**config.mk**
```make
export PLATFORM = sky130hd
export DESIGN_NAME = mii_rx_fcs
export DESIGN_NICKNAME = d
export VERILOG_FILES = /design/src/rtl/mii_rx_fcs.sv
export SDC_FILE = /design/constraint.sdc
export NUM_CORES = 1
export LEC_CHECK = 0
export CELL_PAD_IN_SITES_DETAIL_PLACEMENT = 1
export CELL_PAD_IN_SITES_GLOBAL_PLACEMENT = 1
export CORE_MARGIN = 2
export CORE_UTILIZATION = 42
export CTS_CLUSTER_DIAMETER = 200
export DETAILED_ROUTE_END_ITERATION = 8
export PLACE_DENSITY_LB_ADDON = 0.12
export SLEW_MARGIN = 20
export SYNTH_ARGS = -nofsm -noshare
export SYNTH_HDL_FRONTEND = slang
export SYNTH_SLANG_ARGS = --single-unit
```
**constraint.sdc**
```tcl
create_clock -name clk -period 3.1 [get_ports clk]
set_input_delay 0.62 -clock clk [delete_from_list [all_inputs] [get_ports clk]]
set_output_delay 0.62 -clock clk [all_outputs]
set_load 0.005 [all_outputs]
```
**src/rtl/mii_rx_fcs.sv**
```systemverilog
// mii_rx_fcs: receive deframer and FCS checker for MII (W=4) or RMII (W=2) symbols.
// It strips the preamble and SFD, assembles octets LSB-first, and runs a reflected
// CRC-32 over every data symbol. At the end of each frame it reports good/bad
// status and the frame length, and it updates wrapping good/bad frame counters.
// Ports:
//   clk, rst      clock; synchronous active-high reset
//   rxd, rx_dv    receive symbol (bit 0 is the earliest on the wire) and data valid
//   byte_out      assembled octet; byte_valid is a 1-cycle strobe for it
//   frame_end     1-cycle strobe; frame_good and frame_len are updated with it and held
//   good_count    count of good frames, wrapping at 2^16
//   bad_count     count of bad frames, wrapping at 2^16
module mii_rx_fcs #(
  parameter int W       = 4,
  parameter int MIN_PRE = 4,
  parameter int MIN_LEN = 64,
  parameter int MAX_LEN = 1518
) (
  input  logic          clk,
  input  logic          rst,
  input  logic [W-1:0]  rxd,
  input  logic          rx_dv,
  output logic [7:0]    byte_out,
  output logic          byte_valid,
  output logic          frame_end,
  output logic          frame_good,
  output logic [15:0]   frame_len,
  output logic [15:0]   good_count,
  output logic [15:0]   bad_count
);

  localparam int SPB = 8 / W;                      // symbols per byte
  localparam int SCW = (SPB > 2) ? $clog2(SPB) : 1;
  localparam logic [SCW-1:0] LAST_SYM = SCW'(SPB - 1);
  localparam logic [W-1:0]   PRE      = {(W/2){2'b01}};
  localparam logic [3:0]     SFD4     = (W == 4) ? 4'hD : 4'h3;
  localparam logic [W-1:0]   SFD      = SFD4[W-1:0];
  localparam logic [7:0]     MINP     = 8'(MIN_PRE);
  localparam logic [15:0]    MINL     = 16'(MIN_LEN);
  localparam logic [15:0]    MAXL     = 16'(MAX_LEN);
  localparam logic [31:0]    RESIDUE  = 32'hDEBB20E3;

  typedef enum logic [1:0] {DROP, IDLE, PREAMBLE, DATA} state_t;

  state_t         state;
  logic [7:0]     pre_cnt;
  logic [SCW-1:0] sym_cnt;
  logic [15:0]    len;
  logic [7:0]     sr;
  logic [31:0]    crc;
  logic           fcs_ok;

  // Reflected CRC-32, one bit per iteration, earliest bit first.
  function automatic logic [31:0] crc_step(input logic [31:0] c, input logic [W-1:0] d);
    logic [31:0] r;
    r = c;
    for (int i = 0; i < W; i++)
      r = (r[0] ^ d[i]) ? ((r >> 1) ^ 32'hEDB88320) : (r >> 1);
    return r;
  endfunction

  // Evaluated on the edge that sees rx_dv fall. At that point every data symbol,
  // including the FCS, has already been folded into the CRC register.
  assign fcs_ok = (crc == RESIDUE) && (sym_cnt == '0) && (len >= MINL) && (len <= MAXL);

  always_ff @(posedge clk) begin
    if (rst) begin
      state      <= DROP;
      crc        <= 32'hFFFFFFFF;
      pre_cnt    <= '0;
      sym_cnt    <= '0;
      len        <= '0;
      sr         <= '0;
      byte_out   <= '0;
      byte_valid <= 1'b0;
      frame_end  <= 1'b0;
      frame_good <= 1'b0;
      frame_len  <= '0;
      good_count <= '0;
      bad_count  <= '0;
    end else begin
      byte_valid <= 1'b0;
      frame_end  <= 1'b0;
      case (state)
        // Never lock onto a frame that is already in progress.
        DROP: if (!rx_dv) state <= IDLE;
        IDLE: begin
          if (rx_dv) begin
            if (rxd == PRE) begin
              state   <= PREAMBLE;
              pre_cnt <= 8'd1;
            end else begin
              state <= DROP;
            end
          end
        end
        PREAMBLE: begin
          if (!rx_dv) begin
            state <= IDLE;
          end else if (rxd == PRE) begin
            if (pre_cnt != 8'hFF) pre_cnt <= pre_cnt + 8'd1;
          end else if (rxd == SFD && pre_cnt >= MINP) begin
            state   <= DATA;
            crc     <= 32'hFFFFFFFF;
            sym_cnt <= '0;
            len     <= '0;
          end else begin
            state <= DROP;
          end
        end
        DATA: begin
          if (rx_dv) begin
            sr  <= {rxd, sr[7:W]};
            crc <= crc_step(crc, rxd);
            if (sym_cnt == LAST_SYM) begin
              sym_cnt <= '0;
              if (len < MAXL) begin
                byte_out   <= {rxd, sr[7:W]};
                byte_valid <= 1'b1;
              end
              // The length saturates at MAX_LEN+1, which already marks the frame bad.
              if (len <= MAXL) len <= len + 16'd1;
            end else begin
              sym_cnt <= sym_cnt + SCW'(1);
            end
          end else begin
            state      <= IDLE;
            frame_end  <= 1'b1;
            frame_len  <= len;
            frame_good <= fcs_ok;
            if (fcs_ok) good_count <= good_count + 16'd1;
            else        bad_count  <= bad_count + 16'd1;
          end
        end
        default: state <= DROP;
      endcase
    end
  end

endmodule
```
==> flow_metrics.tcl <==
set metrics [dict create \
    status "finished, final reports clean" \
    rrSetupSlack_ns 0.25 \
    syn_to_final_growth_pct 27.5 \
    cts_setup_buffers 0 \
    fin_skew_ns 0.0174 \
    worstHoldPathType "reg -> reg" \
    synth_top_area_cell "dfxtp_1" \
    ys_top_cells_by_area "dfxtp_1 (42%), a21oi_1 (5.3%), nand2_1 (5.1%)" \
    grt_max_degree 50 \
    synth.distinct_cells 65 \
    cts_hold_buf 0 \
    slowest_delay_ns 0.54 \
    power.density_nw_per_um2 538 \
    dieWidth_um 121 \
    wirelength_mm 17.1 \
    h-tree-depth 4 \
    final_nets 767 \
    synth_edf_count 0 \
    die_h_um 121 \
    crit_fanout 34 \
    worstPathRequired_ns 3.45 \
    fmax_ghz 0.351 \
    initial_core_util_pct 43.2 \
    wire_per_inst_um 18.2 \
    grtUsageTotal_pct 24.4 \
    rows 42 \
    wl_met1_mm 7.80 \
    cts_root_buf "clkbuf_16" \
    cp_top_family "simple AND/OR/NAND/NOR gates" \
    routed.top_layer "met4" \
    yosys_most_used_dff "dfxtp_1" \
    fillerInstances 1563 \
    synth_nets 692 \
    synth_warnings 0 \
    syn_area_per_cell_sq_um 8.53 \
    synth_top_area_share_pct 42.4 \
    cts_buffer_depth 2 \
    async_reset_ff_share_pct 0 \
    intPower_mw 3.06 \
    p_total_mw 3.95 \
    finalCritPeriodShare_pct 91.9 \
    drv_cap 0 \
    syn-instance-count 676 \
    pwr-share-seq_pct 40.1 \
    p_clk_share_pct 54.4 \
    antenna_cells 0 \
    globalplace.congestion 0.825 \
    critPathLaunchType "register" \
    final_common_cell "dfxtp_1" \
    cts_tree "yes" \
    r2r_start "len[10]$_SDFFE_PP0P_" \
    arrival_ns 3.20 \
    switching_share_pct 22.6 \
    insertion_delay_ns 0.44 \
    drt-pass1-iter-count 4 \
    seq_area_sq_um 2440 \
    synth-seq-cells 122 \
    leakage_nw 2.46 \
    worst_pin_slew_ns 0.687 \
    power.switching_uw 892 \
    worstHoldStart "frame_len[14]$_SDFFE_PP0P_" \
    grt_pass1_wl_mm 28.6 \
    path_class "reg -> reg" \
    report.final.slew_viol_count 0 \
    dr_wl_met2_mm 8.53 \
    irDropWorstVdd_mv 0.438 \
    end_kind "register" \
    crit_slowest_cell "or4_1" \
    drive_gt1_share_pct 9.69 \
    die-area_sq_um 14700 \
    dr_wl_met3_um 538 \
    grt_pass1_vias 5663 \
    critPathLaunch "len[10]$_SDFFE_PP0P_" \
    multi_input_area_sq_um 3120 \
    hold_viol_final 0 \
    slew_headroom_pct 54.2 \
    core_area_sq_um 13300 \
    cp_num_buf_inv 1 \
    finalSetupViolCount 0 \
    crit_top_cell "or4_1" \
    rsz0062_at_grt "no" \
    routed_via_density 5.84 \
    numCtsBuffers 17 \
    io_buffers 65 \
    final_cell_mix "dfxtp_1 (122), nand2_1 (78), clkdlybuf4s50_1 (64), a21oi_1 (61), nor2_1 (52)" \
    synth.cell_area_sq_um 5770 \
    path_clk_slew_ns 0.06 \
    worstPathCellList "or3b_1, or4_1, a2111o_1, buf_12, or4_1, a21oi_1" \
    dp_hpwl_mm 11.6 \
    ioPinCount 66 \
    drc 0 \
    cts_sinks 122 \
    detail_route.iter0.violations 313 \
    antenna_found_initial 0 \
    grt.overflow.total 0 \
    cts_resized 0 \
    fin_setup_tns_ns 0 \
    seq_area_frac_synth_pct 42.4 \
    drtAntennaViolNets 0 \
    vias 5485 \
    comb_power_share_pct 5.5 \
    fin_crit_ns 2.85 \
]
-- worst register-to-register path, delay by kind of cell, from the launching register on --
| family | cells | cell delay [ns] |
|---|---|---|
| AND/OR/NAND/NOR | 3 | 1.49 |
| AO/OA/AOI/OAI | 2 | 0.63 |
| flip-flops | 1 | 0.45 |
| buffers and inverters | 1 | 0.20 |
-- power by group through the flow --
| stage | Sequential (mW) | Combinational (mW) | Clock [mW] |
|---|---|---|---|
| finish | 1.59 | 0.218 | 2.15 |
| global route | 1.59 | 0.242 | 2.25 |
| CTS | 1.59 | 0.218 | 2.18 |
| detailed placement | 1.62 | 0.216 | 0 |
| global placement | 1.62 | 0.210 | 0 |
| floorplan | 1.62 | 0.147 | 0 |
-- cells in the mapped netlist, types with 14 or more instances --
library cell and instances:
nor2_1 52, nor3_1 23, xor2_1 14, dfxtp_1 122
nand4_1 16, clkbuf_1 33, o21ai_0 25, nand2_1 78
or4_1 25, nand3_1 18, xnor2_1 23, o31ai_1 23
a21oi_1 61
-- layout make-up --
class / instances / area share, %
tap: 176 / 3.00
inverter: 15 / 0.766
clock buffer: 20 / 6.35
clock inverter: 12 / 2.32
multi-input combinational: 501 / 42.4
timing repair buffer: 94 / 11.9
sequential: 122 / 33.2
-- per-layer routing --
metal	track usage, %	up-vias
li1	-	2656
met1	30.3	2719
met2	42.1	91
met3	5.12	19
met4	8.33	0
met5	0	-
-- sequential cells by signal, indices dropped and copies added (netlist names) --
register,flops
len,16
sr,4
frame_good,1
frame_end,1
pre_cnt,8
byte_out,8
state,2
bad_count,16
sym_cnt,1
frame_len,16
byte_valid,1
crc,32
good_count,16
-- cells by family after synthesis --
kind of cell / Yosys count / synth area share, %
AND/OR/NAND/NOR: 266 / 23.9
AO/OA/AOI/OAI: 175 / 20.0
flip-flops: 122 / 42.4
buffers and inverters: 53 / 3.62
XOR/XNOR: 37 / 5.62
multiplexers: 14 / 2.54
adder cells (fa/ha/maj): 9 / 1.95
-- through the flow --
stage | hold WS [ns] | cell area, sq um | setup slack (ns) | util [%] | cells
after floorplan | 0.421 | 5770 | 0.381 | - | 676
after global placement | 0.440 | 6710 | 0.389 | 50.3 | 908
after detailed placement | 0.448 | 6710 | 0.322 | 50.3 | 908
after CTS | 0.456 | 7350 | 0.278 | 55.1 | 940
after global routing | 0.483 | 7350 | 0.170 | 55.1 | 940
final | 0.457 | 7350 | 0.251 | 55.1 | 940
-- path summary, 6_finish.rpt --
kind	cells past startpoint	to
max	6	good_count[5]$_SDFFE_PP0P_
min	2	frame_len[14]$_SDFFE_PP0P_
max reg2reg	6	good_count[5]$_SDFFE_PP0P_
min reg2reg	2	frame_len[14]$_SDFFE_PP0P_
No activity file was read; power rests on OpenSTA's default activity.
